==> config.mk <==
export PLATFORM = sky130hd
export DESIGN_NAME = control_fsm_param
export DESIGN_NICKNAME = d
export VERILOG_FILES = /design/src/rtl/control_fsm_param.sv
export SDC_FILE = /design/constraint.sdc
export NUM_CORES = 1
export LEC_CHECK = 0
export CAP_MARGIN = 40
export CORE_UTILIZATION = 40
export DETAILED_ROUTE_END_ITERATION = 6
export PLACE_DENSITY = 0.82
export SKIP_LAST_GASP = 1
export SYNTH_ARGS = -nofsm -noshare
export SYNTH_HDL_FRONTEND = slang
export SYNTH_SLANG_ARGS = --single-unit
==> constraint.sdc <==
create_clock -name clk -period 2.6 [get_ports clk]
set_input_delay 0.52 -clock clk [delete_from_list [all_inputs] [get_ports clk]]
set_output_delay 0.52 -clock clk [all_outputs]
set_load 0.02 [all_outputs]
==> src/rtl/control_fsm_param.sv <==
// Control sequencer for the accumulator datapath: fetch/decode/execute with memory wait states,
// configurable GP register file size, illegal-opcode trap and a retired-instruction counter.
module control_fsm_param #(
    parameter int unsigned NUM_REGS = 4,
    parameter int unsigned OPW      = 5,
    parameter int unsigned CNT_W    = 16,
    localparam int unsigned RIW     = (NUM_REGS > 1) ? $clog2(NUM_REGS) : 1,
    localparam int unsigned WEW     = 6 + NUM_REGS
) (
    input  logic                 clk,
    input  logic                 rst_n,
    input  logic                 start,
    input  logic [OPW+RIW-1:0]   instruction,
    input  logic                 z,
    input  logic                 mem_ready,
    output logic                 mem_req,
    output logic [3:0]           read_en,
    output logic [WEW-1:0]       write_en,
    output logic [2:0]           inc_en,
    output logic [2:0]           clr_en,
    output logic [2:0]           alu_op,
    output logic                 busy,
    output logic                 done,
    output logic                 error,
    output logic [CNT_W-1:0]     instr_count
);

    localparam logic [4:0] StIdle   = 5'd0;
    localparam logic [4:0] StStart  = 5'd1;
    localparam logic [4:0] StFetch1 = 5'd2;
    localparam logic [4:0] StFetch2 = 5'd3;
    localparam logic [4:0] StLd1    = 5'd4;
    localparam logic [4:0] StLdi1   = 5'd5;
    localparam logic [4:0] StLd2    = 5'd6;
    localparam logic [4:0] StSt1    = 5'd7;
    localparam logic [4:0] StMvacar = 5'd8;
    localparam logic [4:0] StMvacr  = 5'd9;
    localparam logic [4:0] StMvrac  = 5'd10;
    localparam logic [4:0] StAdd    = 5'd11;
    localparam logic [4:0] StSub    = 5'd12;
    localparam logic [4:0] StMult   = 5'd13;
    localparam logic [4:0] StLsh    = 5'd14;
    localparam logic [4:0] StInac   = 5'd15;
    localparam logic [4:0] StClac   = 5'd16;
    localparam logic [4:0] StJcnz   = 5'd17;
    localparam logic [4:0] StJcz    = 5'd18;
    localparam logic [4:0] StJump   = 5'd19;
    localparam logic [4:0] StHalt   = 5'd20;

    localparam logic [3:0] RdIr = 4'd3;
    localparam logic [3:0] RdAc = 4'd4;
    localparam logic [3:0] RdDm = 4'd5;
    localparam logic [3:0] RdIm = 4'd6;

    logic [4:0]       state_q, state_d;
    logic             error_q;
    logic [CNT_W-1:0] cnt_q;
    logic [OPW-1:0]   opcode;
    logic [RIW-1:0]   reg_idx;
    logic             idx_ok;
    logic             illegal;
    logic [4:0]       dispatch;
    logic [WEW-1:0]   reg_we;

    assign opcode  = instruction[OPW+RIW-1:RIW];
    assign reg_idx = instruction[RIW-1:0];
    assign idx_ok  = 32'(reg_idx) < NUM_REGS;

    always_comb begin
        illegal  = 1'b0;
        dispatch = StHalt;
        case (opcode)
            OPW'(0):  dispatch = StFetch1;
            OPW'(1):  dispatch = StLd1;
            OPW'(2):  dispatch = StLdi1;
            OPW'(3):  dispatch = StSt1;
            OPW'(4):  dispatch = StMvacar;
            OPW'(5):  if (idx_ok) dispatch = StMvacr; else illegal = 1'b1;
            OPW'(6):  if (idx_ok) dispatch = StMvrac; else illegal = 1'b1;
            OPW'(7):  dispatch = StAdd;
            OPW'(8):  dispatch = StSub;
            OPW'(9):  dispatch = StMult;
            OPW'(10): dispatch = StLsh;
            OPW'(11): dispatch = StInac;
            OPW'(12): dispatch = StClac;
            OPW'(13): dispatch = StJcnz;
            OPW'(14): dispatch = StJcz;
            OPW'(15): dispatch = StJump;
            OPW'(31): dispatch = StHalt;
            default:  illegal = 1'b1;
        endcase
    end

    always_comb begin
        state_d = state_q;
        case (state_q)
            StIdle:   if (start) state_d = StStart;
            StStart:  state_d = StFetch1;
            StFetch1: if (mem_ready) state_d = StFetch2;
            StFetch2: state_d = dispatch;
            StLd1:    state_d = StLd2;
            StLdi1:   state_d = StLd2;
            StLd2:    if (mem_ready) state_d = StFetch1;
            StSt1:    if (mem_ready) state_d = StFetch1;
            StJcnz:   state_d = z ? StFetch1 : StJump;
            StJcz:    state_d = z ? StJump : StFetch1;
            StHalt:   if (start) state_d = StStart;
            StMvacar, StMvacr, StMvrac, StAdd, StSub, StMult, StLsh,
            StInac, StClac, StJump: state_d = StFetch1;
            default:  state_d = StIdle;
        endcase
    end

    always_ff @(posedge clk) begin
        if (!rst_n) begin
            state_q <= StIdle;
            error_q <= 1'b0;
            cnt_q   <= '0;
        end else begin
            state_q <= state_d;
            if (state_q == StFetch2) begin
                if (cnt_q != {CNT_W{1'b1}}) cnt_q <= cnt_q + CNT_W'(1);
                if (illegal) error_q <= 1'b1;
            end
            if (state_q == StHalt && start) begin
                error_q <= 1'b0;
                cnt_q   <= '0;
            end
        end
    end

    always_comb begin
        reg_we = '0;
        for (int unsigned i = 0; i < NUM_REGS; i++) begin
            if (32'(reg_idx) == i) reg_we[6+i] = 1'b1;
        end
    end

    // Memory-sourced writes only fire in the cycle the access completes.
    always_comb begin
        mem_req  = 1'b0;
        read_en  = 4'd0;
        write_en = '0;
        inc_en   = 3'b000;
        clr_en   = 3'b000;
        alu_op   = 3'd0;
        busy     = 1'b1;
        done     = 1'b0;
        case (state_q)
            StIdle:   busy = 1'b0;
            StStart:  clr_en = 3'b011;
            StFetch1: begin
                mem_req     = 1'b1;
                read_en     = RdIm;
                write_en[2] = mem_ready;
            end
            StFetch2: inc_en = 3'b001;
            StLd1:    begin read_en = RdAc; write_en[1] = 1'b1; end
            StLdi1:   begin read_en = RdIr; write_en[1] = 1'b1; end
            StLd2:    begin
                mem_req     = 1'b1;
                read_en     = RdDm;
                write_en[3] = mem_ready;
            end
            StSt1:    begin
                mem_req     = 1'b1;
                read_en     = RdAc;
                write_en[4] = mem_ready;
            end
            StMvacar: begin read_en = RdAc; write_en[1] = 1'b1; end
            StMvacr:  begin read_en = RdAc; write_en = reg_we; end
            StMvrac:  begin read_en = 4'd8 + 4'(reg_idx); write_en[3] = 1'b1; end
            StAdd:    begin write_en[3] = 1'b1; write_en[5] = 1'b1; alu_op = 3'd1; end
            StSub:    begin write_en[3] = 1'b1; write_en[5] = 1'b1; alu_op = 3'd2; end
            StMult:   begin write_en[3] = 1'b1; write_en[5] = 1'b1; alu_op = 3'd3; end
            StLsh:    begin write_en[3] = 1'b1; write_en[5] = 1'b1; alu_op = 3'd4; end
            StInac:   inc_en = 3'b100;
            StClac:   clr_en = 3'b100;
            StJump:   begin read_en = RdIr; write_en[0] = 1'b1; end
            StHalt:   begin busy = 1'b0; done = 1'b1; end
            default:  busy = 1'b1;
        endcase
    end

    assign error       = error_q;
    assign instr_count = cnt_q;

endmodule

==> run metrics <==
RSZ-0062 raised after global routing=false; Hold WC Path Type=flip-flop to flip-flop; Net Count, Synth=240; Sequential Power Share=0.309; Max Fclk=between 0.3 and 0.4 GHz; GPL Wtd Cong=0.909; Worst Path Required=2.08 ns; vias after detailed routing=1,894; Slew HR=0.604; Reg2Reg Setup Slack=approximately 0.3 ns; Syn Inst Count=227; Total GRT Usage=0.215; CTS buffer count=3; clk sinks=22; commonest non-fill, non-tap cell in the layout=clkdlybuf4s50_1; Worst-Margin Slew=slightly below 0.6 ns; Area growth, synth to finish=40.2%; most frequent cells in the layout=clkdlybuf4s50_1, nand2_1, nor2_1; placement row count=23; clk slew on worst S/H paths=0.08 ns; antenna violations before repair=0; Setup TNS=0 ns; Crit Path Category=flip-flop to output port; GRT overflow=0; Power Density=~590 nW/um^2; worst r2r dst=instr_count[13]; Root Buffer=clkbuf_8; Crit. Startpoint=state_q[0]; Avg Vias per Cell=around 5.7; Internal Power=between 0.8 and 0.9 mW; final wirelength=between 4 and 5 mm; PortBufs=53; core area=4000 um^2; part of the Yosys area used for sequential elements=0.264; drt pass-1 iters=4; Critical Path End=busy; power share of the clock group=0.153; layout cells sized above 1=0.0786; number of setup violations in the final report=0; fraction of registers with async set/reset=0; Startpoint Class=flip-flop; CTS tree=yes; clock skew=approximately 0.0034 ns; Lkg Pwr=between 0.8 and 0.9 nW; Antenna Diode Count=0; worst r2r path cells=5; count of final max-slew check failures=0; synth warn=0; unique cell type count in the Yosys netlist=52; drt wl/cell=13.9 um; ys flop type=dfxtp_1; Die Y-Extent=about 67 um; first-pass GRT wire length=between 7 and 8 mm; DIE AREA=between 4000 and 5000 um^2; H-tree levels=1; postcts setup bufs=0; clk_lat worst skew=0.26 ns; Crit. End Element=output port; Iteration-0 DRC Markers=~120; Logic pwr share=0.538; Final period util=0.978; Routed Antenna Nets=0; mapped cell area=between 1500 and 2000 um^2; Post-synth EDFFs=0; initial core utilization=0.416; Post-Syn Area per Cell=roughly 7.3 um^2; final core occ=0.584; drt drc=0; CP Data Arrival Time=around 2.0 ns; Ports=55; Sw Pwr=0.562 mW; Worst VDD drop=between 300 and 400 uV; final count of hold timing violations=0; max_cap viols=0; crit path max fanout=12; #FFs+latches synth=22; Layout Nets=between 200 and 300; CTS Buffer Depth=2; Tmin final=2.54 ns; status=finished, final reports clean; Sw Ratio=0.407; vias in the first global route=between 1,500 and 2,000; FF-to-FF Start=state_q[4]; DPL Wire Length=about 3.4 mm; Die W=about 67 um; largest net degree at the start of global routing=18
[critical path: stages, from the launching register on]
cell and delay [ns]:
dfxtp_2 0.36, buf_4 0.18, or2_2 0.32, or3_1 0.34, clkdlybuf4s50_1 0.57
[state kept, by name (all words and copies together), names as in the netlist]
register,flops
error,1
instr_count,16
state_q,5
[stage by stage]
step	cell area (um^2)	hold WS [ns]	power (mW)	std cells	worst slack, ns
final	2330	0.479	1.38	330	0.0570
after global routing	2330	0.519	1.46	330	0.0138
after global placement	2280	0.458	1.15	327	0.114
after floorplan	1670	0.552	0.887	227	0.269
after detailed placement	2280	0.463	1.16	327	0.116
after CTS	2320	0.485	1.38	330	0.00975
[worst min path at each step]
stage | start | end | slack [ns] | cells past startpoint
after floorplan | instr_count[5] | instr_count[5] | 0.55 | 2
after global routing | error | error | 0.52 | 2
after global placement | error | error | 0.46 | 2
after detailed placement | error | error | 0.46 | 2
after CTS | error | error | 0.49 | 2
final | error | error | 0.48 | 2
[cells in the mapped netlist, drive strengths merged, types with 7 or more instances]
master	instances	area (um^2)
inv	9	33.8
a21oi	16	80.1
nor2	21	78.8
nand3	8	40.0
nand2b	13	81.3
a211oi	7	52.6
nor3	7	35.0
mux2i	8	80.1
or4	8	60.1
dfxtp	22	440
clkbuf	10	37.5
nand2	24	90.1
[routing by layer]
metal  track usage  part of all wire
met1         0.282              0.44
met2         0.361              0.50
met3        0.0223             0.055
met4        0.0798            0.0072
met5             0                 0
[what timing repair did]
action / CTS / global route
endpoints found under the setup margin: 10 / 5
hold buffers: 0 / 0
resized for setup: 5 / 5
[final cells by class]
type / count / area, um^2
Tap cell: 50 / 62.6
Sequential cell: 22 / 447
Clock buffer: 3 / 41.3
Fill cell: 376 / 1670
Timing Repair Buffer: 66 / 636
Multi-Input combinational cell: 180 / 1110
Inverter: 9 / 33.8
[kinds of logic after synthesis]
logic type | synth area share
DFF | 0.264
AOI/OAI and AO/OA | 0.222
other | 0.00225
buffers and inverters | 0.0661
muxes | 0.0481
adders and majority gates | 0.00751
and+or+nand+nor | 0.364
xor gates and xnor gates | 0.0263
[power by group through the flow]
stage,registers (mW),clock network (mW),logic [mW]
after floorplan,0.395,0,0.492
after global placement,0.426,0,0.729
after detailed placement,0.428,0,0.732
after CTS,0.424,0.216,0.738
after global routing,0.435,0.228,0.799
final,0.427,0.211,0.743
Note: power is estimated with default switching activity, not from simulation.
